[src/rtl/uart_pkg.sv]
// Shared UART definitions: transmit FSM states and the line levels.
package uart_pkg;

  typedef enum logic [2:0] {
    IDLE,
    WAIT,
    START,
    DATA,
    PARITY,
    STOP
  } tx_state_e;

  localparam logic UART_IDLE_LEVEL = 1'b1;
  localparam logic START_LEVEL     = 1'b0;

endpackage

[src/rtl/uart_edge_tick.sv]
// Turns the divider's toggling baud clock into a one-cycle tick on its rising edge.
module uart_edge_tick (
  input  logic clk,
  input  logic rst_n,
  input  logic clk_uart_i,
  output logic tick_o
);

  logic clk_uart_q;

  // Reset high so a baud clock that is already high gives no tick at release.
  always_ff @(posedge clk or negedge rst_n) begin
    if (!rst_n) clk_uart_q <= 1'b1;
    else        clk_uart_q <= clk_uart_i;
  end

  assign tick_o = clk_uart_i & ~clk_uart_q;

endmodule

[src/rtl/uart_tx_serializer.sv]
// UART transmitter: valid/ready byte intake, start/data/parity/stop framing on tx.
module uart_tx_serializer
  import uart_pkg::*;
#(
  parameter int unsigned DATA_BITS  = 8,
  parameter bit          PARITY_EN  = 1'b0,
  parameter bit          PARITY_ODD = 1'b0,
  parameter int unsigned STOP_BITS  = 1
) (
  input  logic                 clk,
  input  logic                 reset,
  input  logic                 clk_uart,
  input  logic [DATA_BITS-1:0] tx_data,
  input  logic                 tx_valid,
  output logic                 tx_ready,
  output logic                 tx,
  output logic                 busy
);

  tx_state_e            state_q;
  logic [DATA_BITS-1:0] shift_q;
  logic [DATA_BITS-1:0] shift_nxt;
  logic [2:0]           bit_cnt_q;
  logic [0:0]           stop_cnt_q;
  logic                 parity_q;
  logic                 tx_q;
  logic                 ready_q;
  logic                 busy_q;
  logic                 tick;

  uart_edge_tick u_tick (
    .clk        (clk),
    .rst_n      (reset),
    .clk_uart_i (clk_uart),
    .tick_o     (tick)
  );

  assign shift_nxt = shift_q >> 1;

  // IDLE ignores tick, so a handshake coinciding with a tick starts on the next one.
  always_ff @(posedge clk or negedge reset) begin
    if (!reset) begin
      state_q    <= IDLE;
      shift_q    <= '0;
      bit_cnt_q  <= '0;
      stop_cnt_q <= '0;
      parity_q   <= 1'b0;
      tx_q       <= UART_IDLE_LEVEL;
      ready_q    <= 1'b1;
      busy_q     <= 1'b0;
    end else begin
      case (state_q)
        IDLE: begin
          tx_q <= UART_IDLE_LEVEL;
          if (tx_valid && ready_q) begin
            shift_q  <= tx_data;
            parity_q <= (^tx_data) ^ PARITY_ODD;
            ready_q  <= 1'b0;
            busy_q   <= 1'b1;
            state_q  <= WAIT;
          end
        end
        WAIT: begin
          if (tick) begin
            tx_q    <= START_LEVEL;
            state_q <= START;
          end
        end
        START: begin
          if (tick) begin
            tx_q      <= shift_q[0];
            bit_cnt_q <= '0;
            state_q   <= DATA;
          end
        end
        DATA: begin
          if (tick) begin
            if (bit_cnt_q != 3'(DATA_BITS - 1)) begin
              shift_q   <= shift_nxt;
              tx_q      <= shift_nxt[0];
              bit_cnt_q <= bit_cnt_q + 3'd1;
            end else if (PARITY_EN) begin
              tx_q    <= parity_q;
              state_q <= PARITY;
            end else begin
              tx_q       <= UART_IDLE_LEVEL;
              stop_cnt_q <= '0;
              state_q    <= STOP;
            end
          end
        end
        PARITY: begin
          if (tick) begin
            tx_q       <= UART_IDLE_LEVEL;
            stop_cnt_q <= '0;
            state_q    <= STOP;
          end
        end
        STOP: begin
          if (tick) begin
            if (stop_cnt_q != 1'(STOP_BITS - 1)) begin
              stop_cnt_q <= stop_cnt_q + 1'b1;
            end else begin
              ready_q <= 1'b1;
              busy_q  <= 1'b0;
              state_q <= IDLE;
            end
          end
        end
        default: begin
          tx_q    <= UART_IDLE_LEVEL;
          ready_q <= 1'b1;
          busy_q  <= 1'b0;
          state_q <= IDLE;
        end
      endcase
    end
  end

  assign tx       = tx_q;
  assign tx_ready = ready_q;
  assign busy     = busy_q;

endmodule

[config.mk]
export PLATFORM = sky130hd
export DESIGN_NAME = uart_tx_serializer
export DESIGN_NICKNAME = d
export VERILOG_FILES = /design/src/rtl/uart_pkg.sv /design/src/rtl/uart_edge_tick.sv /design/src/rtl/uart_tx_serializer.sv
export SDC_FILE = /design/constraint.sdc
export NUM_CORES = 1
export LEC_CHECK = 0
export ABC_AREA = 1
export ABC_CLOCK_PERIOD_IN_PS = 2100
export BUFFER_PORTS_ARGS = -buffer_cell sky130_fd_sc_hd__buf_4
export CAP_MARGIN = 20
export CELL_PAD_IN_SITES_DETAIL_PLACEMENT = 1
export CELL_PAD_IN_SITES_GLOBAL_PLACEMENT = 2
export CORE_ASPECT_RATIO = 0.7
export CORE_MARGIN = 5
export CORE_UTILIZATION = 31
export CTS_CLUSTER_SIZE = 40
export DETAILED_ROUTE_END_ITERATION = 10
export GPL_TIMING_DRIVEN = 1
export PLACE_DENSITY = 0.85
export SLEW_MARGIN = 30
export SYNTH_ARGS = -nofsm -noshare
export SYNTH_HDL_FRONTEND = slang
export SYNTH_HIERARCHICAL = 1
export SYNTH_SLANG_ARGS = --single-unit
[constraint.sdc]
create_clock -name clk -period 2.1 [get_ports clk]
set_clock_uncertainty 0.2 [all_clocks]
set_input_delay 0.105 -clock clk [delete_from_list [all_inputs] [get_ports clk]]
set_output_delay 0.105 -clock clk [all_outputs]
set_load 0.01 [all_outputs]
==> run metrics <==
layout net count=roughly 180; Wirelength per Cell=approximately 13 µm; Worst Setup SP=bit_cnt_q[0]; Tot GR Track Use=about an eighth; Period minus WS final=around 1.8 ns; Post-Syn Area=around 1000 µm²; ANT cells=0; Fill cells=slightly below 400; Die Wd=between 70 and 80 µm; final setup violation count=0; critical path endpoint category=flip-flop; RD Place Congestion=approximately 0.78; setup ws final=about 0.33 ns; area of the multi-input gates=approximately 500 µm²; Total Die Area=approximately 4500 µm²; worst stage delay on the critical path=roughly 0.40 ns; CP bufs+invs=2; Layout Utilization=41.8%; commonest non-fill, non-tap cells in the layout=nand2_1 (72), dfrtp_1 (15), buf_4 (15), dlygate4sd3_1 (10); final instance area=around 1300 µm²; Slew headroom=75.4%; Vias/cell=4.75; Pleak=slightly above 0.7 nW; Placed Area=1150 µm²; first-pass GRT wire length=around 4800 µm; post-route ant nets=0; site row count=17; Max Fclk=around 560 MHz; Worst Max-Slew Pin Slew=0.367 ns; H-tree Lvls=1; routed vias=roughly 970; status=completed; Unique masters post-synth=19; CP startpoint kind=flip-flop; RSZ-0062 raised after global routing=no; Mapped Cells=about 140; Post-DP HPWL=1990 µm; #FFs+latches synth=18; syn avg cell area=around 7.2 µm²; TritonCTS clock tree=done; 1st-iter DRT viols=65; Slew Viols, Final=0; Placement Setup Slack=~0.34 ns; worst-skew pair later-pin latency=0.25 ns; post-CTS sizing=0; MaxCap Viol Count=0; clock sinks=18; clk root buf=clkbuf_8; VDD IR max=around 0.50 mV; TritonCTS buffer count=3; most common cell after layout, fill and taps aside=nand2_1; iteration count of the initial detailed-routing pass=4; drt drc=0; vias in the first global route=1012; critical path's top delay family=flip-flops; fin crit share=84.4%; worst setup path class=reg2reg; Worst-path clk slew=roughly 0.07 ns; fraction of layout cells with a size suffix above 1=18.7%; sequential element share of the synthesized area=a little under half; Fin. Hold Viols=0; layer with the highest usage=met2; area delta synth->final=30.1%; P per Cell Area=1410 nW/µm²; core box area=approximately 3100 µm²; Die Span Y=a little under 60 µm; post-synth net total=between 150 and 200; critical path, cell by cell=ha_1 > ha_1 > inv_1 > o21ai_0 > nor2_1 > inv_1 > nand2_1 > o21ai_0; sequential cell area=454 µm²; met1 GRT Util=a little under a fifth; Post-Route Setup TNS=0 ns; initial antenna violation count=0; Critical Path RT=slightly above 2 ns; Starting Density=between 30% and 40%; CP Data Arrival Time=1.70 ns; # IOs=15; CP max stage cell=dfrtp_1; CTS max path bufs=2; IO Port Bufs=14; CP Max Fanout=4; Routed WL=2710 µm; largest net degree at the start of global routing=19; warning count from the yosys run=6; met2 global-route usage=between 20% and 30%; met3 Use GR=3.26%; Hold Path Class=in2async; reg-to-reg startpoint=bit_cnt_q[0]; grt ovf=0
[timing repair]
item | CTS | global route
setup buffers | 0 | 0
hold endpoints to repair | 27 | 0
hold buffers | 10 | 0
[final timing paths]
check	cells after the start	endpoint	slack [ns]
min in group clk	5	busy	0.18
setup / recovery	8	bit_cnt_q[0]	0.33
setup reg to reg	8	bit_cnt_q[0]	0.33
hold / removal	2	busy	0.05
max in group asynchronous	2	tx	1.38
hold reg to reg	2	tx	0.28
[synth_stat cells]
master    instances  share of area [%]
buf_2             1               0.50
buf_4             1               0.75
clkinv_1          1               0.37
dfrtp_1          15                 37
dfstp_2           3                7.8
ha_1              2                2.5
inv_1             9                3.4
inv_2             1               0.37
nand2_1          72                 27
nand2_2           3                1.9
nand3_1           9                4.5
nand3_2           1                1.0
nand3_4           1                1.7
nand4_1           4                2.5
nor2_1            5                1.9
nor2_2            2                1.2
nor2_4            1                1.1
o21a_1            1               0.75
o21ai_0           7                3.5
[layer usage]
layer  up-vias  wire length [µm]
met2        10              1290
met3         2                73
li1        491                 -
met5         -                 0
met1       466              1340
met4         0                 6
[stage by stage]
step                power, W  instances  hold slack, ns
floorplan            0.00128        139          -0.391
global placement     0.00150        190          -0.210
detailed placement   0.00155        190          -0.207
CTS                  0.00186        204          0.0536
global route         0.00203        204          0.0828
finish               0.00184        204          0.0511
[area by class of cell]
class / count / share of cell area [%]
Inverter: 11 / 3.16
Timing Repair Buffer: 25 / 16.3
Clock buffer: 4 / 4.21
Tap cell: 38 / 3.64
Sequential cell: 18 / 34.7
Multi-Input combinational cell: 108 / 38.0
[flip-flops by register name, summed over array words and instances, names as in the netlist]
register,flops
busy,1
u_tick/clk_uart_q,1
tx_ready,1
tx,1
bit_cnt_q,3
state_q,3
shift_q,8
[power by group]
part / switching, W / total, W / internal (W)
Sequential: 0.000115 / 0.000628 / 0.000513
Combinational: 0.000596 / 0.000923 / 0.000326
Clock: 0.000121 / 0.000288 / 0.000167
Total: 0.000833 / 0.00184 / 0.00101
[kinds of logic (layout without fill, tap and decap cells)]
family,after synthesis,in the layout,synth area share (%)
adder cells (fa/ha/maj),2,2,2.49
buffers and inverters,13,40,5.35
AND/OR/NAND/NOR,98,98,42.7
flip-flops,18,18,45.2
AO/OA/AOI/OAI,8,8,4.23
[worst register-to-register path: cells and delay by family (launching register included)]
| kind | cells | cell delay [ns] |
|---|---|---|
| AOI/OAI and AO/OA | 2 | 0.16 |
| adders and majority gates | 2 | 0.40 |
| buffers and inverters | 2 | 0.19 |
| DFF | 1 | 0.40 |
| and+or+nand+nor | 2 | 0.29 |
(Power assumes the default switching activity.)
